===== src/rtl/rf_wb_ctrl.sv =====
// Register-file write-port controller: clears x1..NUM_REGS-1 after reset, then arbitrates
// pipeline writeback (A) against buffered multi-cycle results (B). Option: RWC_STARVE_GUARD_EN.
module rf_wb_ctrl #(
  parameter int DATA_W       = 32,
  parameter int ADDR_W       = 5,
  parameter int NUM_REGS     = 32,
  parameter int FIFO_DEPTH   = 2,
  parameter int STARVE_LIMIT = 8
) (
  input  logic              RWC_CLK,
  input  logic              RWC_RST,
  input  logic              RWC_A_EN,
  input  logic [ADDR_W-1:0] RWC_A_WA,
  input  logic [DATA_W-1:0] RWC_A_WD,
  input  logic              RWC_B_VALID,
  input  logic [ADDR_W-1:0] RWC_B_WA,
  input  logic [DATA_W-1:0] RWC_B_WD,
  output logic              RWC_B_READY,
  output logic              RWC_RF_EN,
  output logic [ADDR_W-1:0] RWC_RF_WA,
  output logic [DATA_W-1:0] RWC_RF_WD,
  output logic              RWC_BUSY,
  output logic              RWC_B_PEND,
  output logic              RWC_A_STALL
);

  localparam int PTR_W = (FIFO_DEPTH > 1) ? $clog2(FIFO_DEPTH) : 1;
  localparam int CNT_W = PTR_W + 1;
  localparam logic [CNT_W-1:0]  DEPTH_C   = CNT_W'(FIFO_DEPTH);
  localparam logic [ADDR_W-1:0] LAST_REG  = ADDR_W'(NUM_REGS - 1);

  typedef enum logic {ST_CLEAR, ST_RUN} state_t;

  state_t            state;
  logic [ADDR_W-1:0] clr_cnt;
  logic [ADDR_W-1:0] fifo_wa [FIFO_DEPTH];
  logic [DATA_W-1:0] fifo_wd [FIFO_DEPTH];
  logic [PTR_W-1:0]  wr_ptr;
  logic [PTR_W-1:0]  rd_ptr;
  logic [CNT_W-1:0]  count;

  logic              vld_p1;
  logic [ADDR_W-1:0] wa_p1;
  logic [DATA_W-1:0] wd_p1;

  logic run, full, empty, a_req, push, pop, a_stall;

  always_comb begin
    run   = (state == ST_RUN);
    full  = (count == DEPTH_C);
    empty = (count == '0);
    a_req = RWC_A_EN && (RWC_A_WA != '0);
    push  = RWC_B_VALID && run && !full;
    pop   = run && !empty && (!a_req || a_stall);
  end

`ifdef RWC_STARVE_GUARD_EN
  localparam int AGE_W = $clog2(STARVE_LIMIT + 1);
  logic [AGE_W-1:0] age;

  assign a_stall = (age == AGE_W'(STARVE_LIMIT));

  always_ff @(posedge RWC_CLK) begin
    if (RWC_RST || !run || empty || pop) age <= '0;
    else                                 age <= age + 1'b1;
  end
`else
  // Guard compiled out: A never stalls.
  assign a_stall = (STARVE_LIMIT < 0);
`endif

  always_ff @(posedge RWC_CLK) begin
    if (push) begin
      fifo_wa[wr_ptr] <= RWC_B_WA;
      fifo_wd[wr_ptr] <= RWC_B_WD;
    end
  end

  // p0 -> p1: source selection into the registered RF write port
  always_ff @(posedge RWC_CLK) begin
    if (RWC_RST) begin
      state   <= ST_CLEAR;
      clr_cnt <= ADDR_W'(1);
      wr_ptr  <= '0;
      rd_ptr  <= '0;
      count   <= '0;
      vld_p1  <= 1'b0;
      wa_p1   <= '0;
      wd_p1   <= '0;
    end else begin
      case (state)
        ST_CLEAR: begin
          vld_p1  <= 1'b1;
          wa_p1   <= clr_cnt;
          wd_p1   <= '0;
          clr_cnt <= clr_cnt + 1'b1;
          if (clr_cnt == LAST_REG) state <= ST_RUN;
        end
        default: begin
          if (a_req && !a_stall) begin
            vld_p1 <= 1'b1;
            wa_p1  <= RWC_A_WA;
            wd_p1  <= RWC_A_WD;
          end else if (!empty) begin
            vld_p1 <= (fifo_wa[rd_ptr] != '0);
            wa_p1  <= fifo_wa[rd_ptr];
            wd_p1  <= fifo_wd[rd_ptr];
          end else begin
            vld_p1 <= 1'b0;
          end
        end
      endcase
      if (push) wr_ptr <= wr_ptr + 1'b1;
      if (pop)  rd_ptr <= rd_ptr + 1'b1;
      if (push && !pop)      count <= count + 1'b1;
      else if (pop && !push) count <= count - 1'b1;
    end
  end

  assign RWC_RF_EN   = vld_p1;
  assign RWC_RF_WA   = wa_p1;
  assign RWC_RF_WD   = wd_p1;
  assign RWC_BUSY    = !run;
  assign RWC_B_READY = run && !full;
  assign RWC_B_PEND  = !empty;
  assign RWC_A_STALL = a_stall;

endmodule


===== config.mk =====
export PLATFORM = sky130hd
export DESIGN_NAME = rf_wb_ctrl
export DESIGN_NICKNAME = d
export VERILOG_FILES = /design/src/rtl/rf_wb_ctrl.sv
export SDC_FILE = /design/constraint.sdc
export NUM_CORES = 1
export LEC_CHECK = 0
export BUFFER_PORTS_ARGS = -buffer_cell sky130_fd_sc_hd__buf_2
export CAP_MARGIN = 25
export CORE_UTILIZATION = 48
export DETAILED_ROUTE_END_ITERATION = 6
export HOLD_SLACK_MARGIN = 0.06
export PLACE_DENSITY = 0.75
export SYNTH_ARGS = -nofsm -noshare
export SYNTH_HDL_FRONTEND = slang
export SYNTH_SLANG_ARGS = --single-unit
export TNS_END_PERCENT = 30

===== constraint.sdc =====
create_clock -name RWC_CLK -period 3.2 [get_ports RWC_CLK]
set_clock_uncertainty 0.15 [all_clocks]
set_input_delay 0.32 -clock RWC_CLK [delete_from_list [all_inputs] [get_ports RWC_CLK]]
set_output_delay 0.32 -clock RWC_CLK [all_outputs]
set_load 0.01 [all_outputs]

==> summary.md, run 1 <==
| Metric | Value |
|---|---|
| Setup violations, final | 0 |
| Worst VDD drop | 0.000353 V |
| Unrepaired setup endpoints after global routing | false |
| Type of origin of the critical path | flop |
| Post-synthesis async set-or-reset flop share | 0 |
| DP Worst Slack | 0.856 ns |
| Die width | 103 µm |
| Mapped Area | 4900 µm² |
| Clock sinks | 123 |
| Post-route ant nets | 0 |
| Worst R2R End | fifo_wa[1][0] |
| CP max stage delay | 0.58 ns |
| Core Region | 9820 µm² |
| Final Cycle Share | 0.849 |
| Vias | 3833 |
| Max cap viols | 0 |
| Min Clock Period, post-route | 2.72 ns |
| Number of antenna violations at the first check in global routing | 0 |
| Most instantiated library cell after synthesis | edfxtp_1 |
| Setup TNS Final | 0 ns |
| HP Start | RWC_A_WA[0] |
| Drt initial violations | 187 |
| CP max-delay cell | or2_2 |
| Outcome | completed |
| Die area | 10600 µm² |
| First-pass DRT Iterations | 4 |
| Avg Cell Area, Syn | 12.2 µm² |
| Critical R2R Launch | run |
| Resized cells post-CTS | 0 |
| Internal reg-to-reg setup slack | 0.84 ns |
| Leakage | 2.55 nW |
| Rows | 36 |
| Seq/Total Area, Yosys | 0.653 |
| Synth Flop Type | edfxtp_1 |
| Clock Path Buffers | 2 |
| Area contributors post-synth | edfxtp_1 45%, dfxtp_1 20%, mux2i_1 7.4% |
| Top-area cell type share of the netlist area | 0.453 |
| Worst path cell trace | or2_2 -> buf_4 -> buf_2 |
| WP data arrival | 2.25 ns |
| TritonCTS Buffers | 17 |
| Cell Pwr Density | 544 nW/µm² |
| Hold Path End | RWC_RF_WA[0] |
| Routed WL | 11500 µm |
| WHS Path Cells | 3 |
| H-tree lvl count | 4 |
| R2R cell count | 3 |
| Setup ws final | 0.482 ns |
| Actual slew at the worst max-slew pin | 0.732 ns |
| Largest net degree at the start of global routing | 38 |
| Max-slew violation count | 0 |
| Number of synthesis warnings | 0 |
| Post-synth top area cell | edfxtp_1 |
| Kind of end point of the critical path | output port |
| Synth cell types | 46 |
| Clk root buf | clkbuf_8 |
| First-pass GRT wire length | 18200 µm |
| Post-Syn Instances | 401 |
| PortBufs | 118 |
| Wire length per cell | 15.7 µm |
| Total power | 3.75 mW |
| Worst skew pair latency | 0.52 ns |
| Post-Syn Nets | 482 |
| CTS tree | built |
| Final Hold Vio Count | 0 |
| CP Data Required Time | 2.73 ns |
| Fin util | 0.701 |
| Post-DP HPWL | 6770 µm |
| Grt ovf | 0 |
| Clock-pin slew on the worst setup and hold paths | 0.06 ns |
| Slew HR | 0.512 |
| Vias per cell | 5.24 |
| Share of layout cells above drive strength 1 | 0.282 |
| DR DRC count | 0 |
| Die height | 103 µm |
| Ports | 120 |
| Nets | 667 |
| Ant. Diodes | 0 |
| Worst-path fanout max | 37 |
| Commonest cells post-synth | 74 x edfxtp_1, 67 x nand2_1, 49 x dfxtp_1 |
| Placer Congestion | 0.868 |
| Total track usage | 0.233 |
| Area Overhead vs Synth | 40.5% |
| WS Path Type | reg2out |
| FMAX | 0.368 GHz |
| Vias in the first global route | 3744 |
| Seq cells post-synth | 123 |
| Initial Util | 0.499 |
| Hold WC Path Type | in2reg |
| Number of synthesized flops with an enable pin | 74 |
worst max path at each step:
stage	startpoint	endpoint	slack (ns)	depth (start not counted)
final	count[0]	RWC_B_PEND	0.48	3
after CTS	count[0]	RWC_B_PEND	0.48	3
after floorplan	run	fifo_wa[0][0]	0.03	4
after global routing	count[0]	RWC_B_PEND	0.33	3
after detailed placement	RWC_A_WA[3]	RWC_RF_WA[3]	0.86	5
after global placement	RWC_A_WA[3]	RWC_RF_WA[3]	0.91	5
cell families after synthesis:
| kind of cell | after synthesis | share of synthesized area |
|---|---|---|
| simple gates | 108 | 0.0965 |
| buf+inv | 35 | 0.0316 |
| xor+xnor | 7 | 0.0125 |
| mux | 38 | 0.0781 |
| fa+ha+maj | 3 | 0.00766 |
| other cells | 1 | 0.000765 |
| compound gates | 86 | 0.119 |
| flops | 123 | 0.653 |
where the power goes:
part / internal, mW / switching (mW)
Sequential: 1.69 / 0.00793
Combinational: 0.112 / 0.0791
Clock: 1.14 / 0.721
Total: 2.94 / 0.808
critical path: cells and delay by family (launching register included):
| kind | cells | cell delay, ns |
|---|---|---|
| AND/OR/NAND/NOR | 1 | 0.58 |
| flip-flops | 1 | 0.45 |
| buffers and inverters | 2 | 0.69 |
final cells by class:
| class | instances | area [µm²] |
|---|---|---|
| Tap cell | 133 | 166 |
| Clock buffer | 18 | 428 |
| Sequential cell | 123 | 3200 |
| Inverter | 5 | 18.8 |
| Fill cell | 692 | 2930 |
| Multi-Input combinational cell | 243 | 1560 |
| Timing Repair Buffer | 196 | 1350 |
| Clock inverter | 14 | 160 |
metrics by stage:
step | instance area [µm²] | hold WS [ns] | std cells
6_report | 6890 | 0.134 | 732
5_1_grt | 6890 | 0.153 | 732
4_1_cts | 6890 | 0.0921 | 732
3_5_place_dp | 5600 | 0.337 | 630
3_3_place_gp | 5600 | 0.335 | 630
2_1_floorplan | 4900 | 0.269 | 401
cells in the final DEF (no fill, tap or decap), types with 3 or more instances in the layout:
cell type      instances
buf_2                118
edfxtp_1              74
dlygate4sd3_1         70
nand2_1               67
dfxtp_1               48
mux2i_1               36
o211ai_1              34
a21oi_1               34
clkbuf_16             16
nor2_1                15
buf_4                  8
inv_6                  6
inv_1                  5
xor2_1                 5
o21ai_0                4
nor4_1                 4
nor3_1                 4
clkinvlp_4             4
o21a_1                 3
ha_1                   3
flip-flops by register name (all words and copies together) (netlist names), 2 cells and up, named ones only:
name / cells
RWC_RF_WD: 32
fifo_wa: 10
RWC_RF_WA: 5
clr_cnt: 5
fifo_wd: 64
count: 2
layer usage:
| layer | vias to the layer above | part of all wire | global-route usage |
|---|---|---|---|
| met3 | 12 | 0.071 | 0.0631 |
| met5 | - | 0 | 0 |
| met4 | 0 | 0.0092 | 0.0856 |
| met2 | 166 | 0.50 | 0.391 |
| li1 | 1846 | - | - |
| met1 | 1809 | 0.42 | 0.289 |
what timing repair did:
item,in CTS,in global routing
setup buffers,0,0
setup endpoints to repair,0,0
endpoints found under the hold margin,118,0
hold buffers,70,0
No activity file was read; power rests on OpenSTA's default activity.
==> run 2: changes to the inputs <==
--- a/config.mk
+++ b/config.mk
@@ -5,12 +5,13 @@
 export SDC_FILE = /design/constraint.sdc
 export NUM_CORES = 1
 export LEC_CHECK = 0
+export ABC_AREA = 1
 export BUFFER_PORTS_ARGS = -buffer_cell sky130_fd_sc_hd__buf_2
 export CAP_MARGIN = 25
-export CORE_UTILIZATION = 48
+export CORE_UTILIZATION = 53
 export DETAILED_ROUTE_END_ITERATION = 6
 export HOLD_SLACK_MARGIN = 0.06
-export PLACE_DENSITY = 0.75
+export PLACE_DENSITY = 0.78
 export SYNTH_ARGS = -nofsm -noshare
 export SYNTH_HDL_FRONTEND = slang
 export SYNTH_SLANG_ARGS = --single-unit
==> constraint.sdc (replaced) <==
create_clock -name RWC_CLK -period 2.67 [get_ports RWC_CLK]
set_clock_uncertainty 0.15 [all_clocks]
set_input_delay 0.267 -clock RWC_CLK [delete_from_list [all_inputs] [get_ports RWC_CLK]]
set_output_delay 0.267 -clock RWC_CLK [all_outputs]
set_load 0.01 [all_outputs]
==> run 2 against run 1 <==
Final cell count up 18%. Clock power up 12%. Combinational power rose by 43%. Worst setup slack lost 0.14 ns. Clock-buffer cell count increased by 3. Cell area rose by 1.3%. Sequential power increased by 20%. Critical path depth rose by 8. Worst hold slack better by 0.024 ns.
==> summary.md, run 2 <==
| Metric | Value |
|---|---|
| Area contributors post-synth | edfxtp_1 44%, dfxtp_1 19%, nand2_1 15% |
| Post-DP Area | 5660 µm² (+1.0%) |
| Drt initial violations | 433 (+130%) |
| Postcts setup bufs | 0 (unchanged) |
| Largest Register | fifo_wd |
| Worst-path fanout max | 13 (-65%) |
| Number of synthesized flops with an enable pin | 74 (unchanged) |
| Max-slew violation count | 0 (unchanged) |
| H-tree lvl count | 4 (unchanged) |
| Most instantiated library cell after synthesis | nand2_1 |
| Initial Util | 0.545 (+0.0459) |
| Post-Syn Instances | 527 (+31%) |
| Seq cells post-synth | 123 (unchanged) |
| Vias per cell | 5.13 (-2.0%) |
| Worst VDD drop | 0.000459 V (+30%) |
| Seq/Total Area, Yosys | 0.636 (-0.0175) |
| CP max-delay cell | dlygate4sd3_1 |
| Final Cycle Share | 0.871 |
| Routed WL | 13400 µm (+17%) |
| Setup ws final | 0.344 ns (-0.138 ns) |
| Crit path buf inv count | 2 (unchanged) |
| HP Start | RWC_A_WA[1] |
| Placer Congestion | 0.897 (+3.4%) |
| Post-route ant nets | 0 (unchanged) |
| Critical path startpoint | RWC_A_WA[3] |
| Clock Path Buffers | 2 (unchanged) |
| Worst skew pair latency | 0.51 ns (about the same) |
| Die height | 99.5 µm (-3.5%) |
| Vias in the first global route | 4100 (+9.5%) |
| Outcome | completed |
| Vias | 4430 (+16%) |
| Delay-heaviest family, CP | buffers and inverters |
| PortBufs | 118 (unchanged) |
| First-pass DRT Iterations | 5 (+1) |
| Post-synth top area cell | edfxtp_1 |
| TritonCTS Buffers | 17 (unchanged) |
| Min Clock Period, post-route | 2.33 ns |
| Setup violations, final | 0 (unchanged) |
| Worst R2R End | count[1] |
| Number of antenna violations at the first check in global routing | 0 (unchanged) |
| DR DRC count | 0 (unchanged) |
| Synth cell types | 28 (-39%) |
| Most frequent cells in the layout | 198 x nand2_1, 118 x buf_2, 79 x dlygate4sd3_1, 74 x edfxtp_1, 49 x dfxtp_1 |
| Internal reg-to-reg setup slack | 0.39 ns (-0.45 ns) |
| Unrepaired setup endpoints after global routing | false |
| First-pass GRT wire length | 20500 µm (+13%) |
| R2R cell count | 8 (+5) |
| Post-synthesis async set-or-reset flop share | 0 (unchanged) |
| Commonest cells post-synth | 198 x nand2_1, 74 x edfxtp_1, 49 x dfxtp_1 |
| Largest net degree at the start of global routing | 65 (+71%) |
| Synth Flop Type | edfxtp_1 |
| Total track usage | 0.279 (+0.0462) |
| Largest register FFs | 64 (unchanged) |
| Final Instance Area | 6980 µm² (+1.3%) |
| Top-area cell type share of the netlist area | 0.441 (-0.0122) |
| Wire length per cell | 15.5 µm (-1.2%) |
| Mapped Area | 5040 µm² (+2.8%) |
| Ports | 120 (unchanged) |
| Number of filler cells placed in the layout | 605 (-13%) |
| Rows | 35 (-2.8%) |
| Slew HR | 0.620 (+0.108) |
| Most common cell after layout, fill and taps aside | nand2_1 |
| Area Overhead vs Synth | 38.5% |
| Number of synthesis warnings | 0 (unchanged) |
| Post-Syn Nets | 608 (+26%) |
| Cell Pwr Density | 628 nW/µm² (+15%) |
| Hold WC Path Type | in2reg |
| Leakage | 2.98 nW (+17%) |
| Core Region | 9240 µm² (-5.9%) |
| Clock sinks | 123 (unchanged) |
| WP data arrival | 2.56 ns (+0.31 ns) |
| DP Worst Slack | 0.644 ns (-0.212 ns) |
| Share of layout cells above drive strength 1 | 0.223 (-0.0587) |
| Worst path cell trace | dlygate4sd3_1 -> buf_2 -> nor2_1 -> nand3_2 -> nand2_2 -> nand3_2 -> ha_1 -> a21oi_1 -> o21ai_0 -> o21ai_0 -> a21oi_1 |
| Clk root buf | clkbuf_8 |
| FMAX | 0.430 GHz |
| Avg Cell Area, Syn | 9.56 µm² (-22%) |
| Critical Path End | count[1] |
| Levels on crit path | 11 (+8) |
| Ant. Diodes | 0 (unchanged) |
| Grt ovf | 0 (unchanged) |
| Type of origin of the critical path | input pin |
| WS Path Type | in2reg |
| CP Data Required Time | 2.91 ns (+0.18 ns) |
| Actual slew at the worst max-slew pin | 0.570 ns (-0.162 ns) |
| Post-DP HPWL | 7700 µm (+14%) |
| Die area | 9900 µm² (-6.8%) |
| Die width | 99.5 µm (-3.5%) |
| Nets | 802 (+20%) |
| Clock-pin slew on the worst setup and hold paths | 0.06 ns (about the same) |
| CTS tree | built |
| Critical R2R Launch | count[1] |
| Kind of end point of the critical path | flop |
| Max cap viols | 0 (unchanged) |
| CP max stage delay | 0.54 ns (-0.04 ns) |
| Final Hold Vio Count | 0 (unchanged) |
==> run 2: cell types whose count changed in the layout (fill, tap and decap cells not counted), moves of 6 or more <==
cell / previous run / this run
inv_1: 5 / 25
dlygate4sd3_1: 70 / 79
nand2_1: 67 / 198
inv_6: 6 / 0
a21oi_1: 34 / 45
o211ai_1: 34 / 7
o21ai_0: 4 / 23
mux2i_1: 36 / 0
o21ai_1: 0 / 22
==> run 2: worst min path at each step <==
| stage | depth (start not counted) | to | slack (ns) |
|---|---|---|---|
| after floorplan | 1 | run | 0.19 |
| after global placement | 1 | clr_cnt[3] | 0.29 |
| after detailed placement | 1 | clr_cnt[3] | 0.30 |
| after CTS | 6 | RWC_RF_WA[3] | 0.10 |
| after global routing | 6 | RWC_RF_WA[3] | 0.19 |
| final | 6 | RWC_RF_WA[3] | 0.16 |
==> run 2: cells by family (layout without fill, tap and decap cells) <==
family	count (synthesis)	in the layout	synth area share
AND/OR/NAND/NOR	243	243	0.193
flip-flops	123	123	0.636
AO/OA/AOI/OAI	98	98	0.101
buffers and inverters	59	266	0.0616
adder cells (fa/ha/maj)	3	3	0.00745
other	1	1	0.000744
==> run 2: cell type report <==
cell class              count  area (µm²)  area share
flip-flops and latches    123        3200       0.459
multi-input cells         345        1540       0.221
repair buffers            203        1430       0.204
clock buffers              21         429      0.0615
well taps                 129         161      0.0231
inverters                  31         118      0.0169
clock inverters            11         103      0.0147
==> run 2: stage by stage <==
step / std cells / total power, mW / util / hold slack [ns] / TNS [ns]
2_1_floorplan: 527 / 2.16 / - / 0.189 / -11.67
4_1_cts: 863 / 4.37 / 0.755 / 0.104 / 0
6_report: 863 / 4.38 / 0.755 / 0.158 / 0
5_1_grt: 863 / 4.50 / 0.755 / 0.192 / 0
3_5_place_dp: 752 / 2.24 / 0.612 / 0.301 / 0
3_3_place_gp: 752 / 2.23 / 0.612 / 0.289 / 0
==> run 2: power by group <==
part | total, mW | internal [mW] | switching [mW]
Clock | 2.08 | 1.31 | 0.777
Sequential | 2.03 | 2.02 | 0.00617
Combinational | 0.273 | 0.148 | 0.125
==> run 2: routing by layer <==
metal,GRT usage,vias up,part of all wire
met5,0,-,0
met4,0.123,0,0.031
met3,0.0583,41,0.083
met2,0.457,243,0.48
met1,0.361,2006,0.40
li1,-,2140,-
==> run 2: timing repair <==
item | in CTS | in global routing
setup endpoints to repair | 0 | 0
gates resized for setup | 0 | 0
hold endpoints to repair | 115 | 0
hold buffers | 79 | 0
==> run 2: worst min-delay path: stages <==
cell	delay (ns)
buf_2	0.09
inv_1	0.06
nand3_2	0.11
nand3_1	0.09
nand3_1	0.09
a21oi_1	0.06
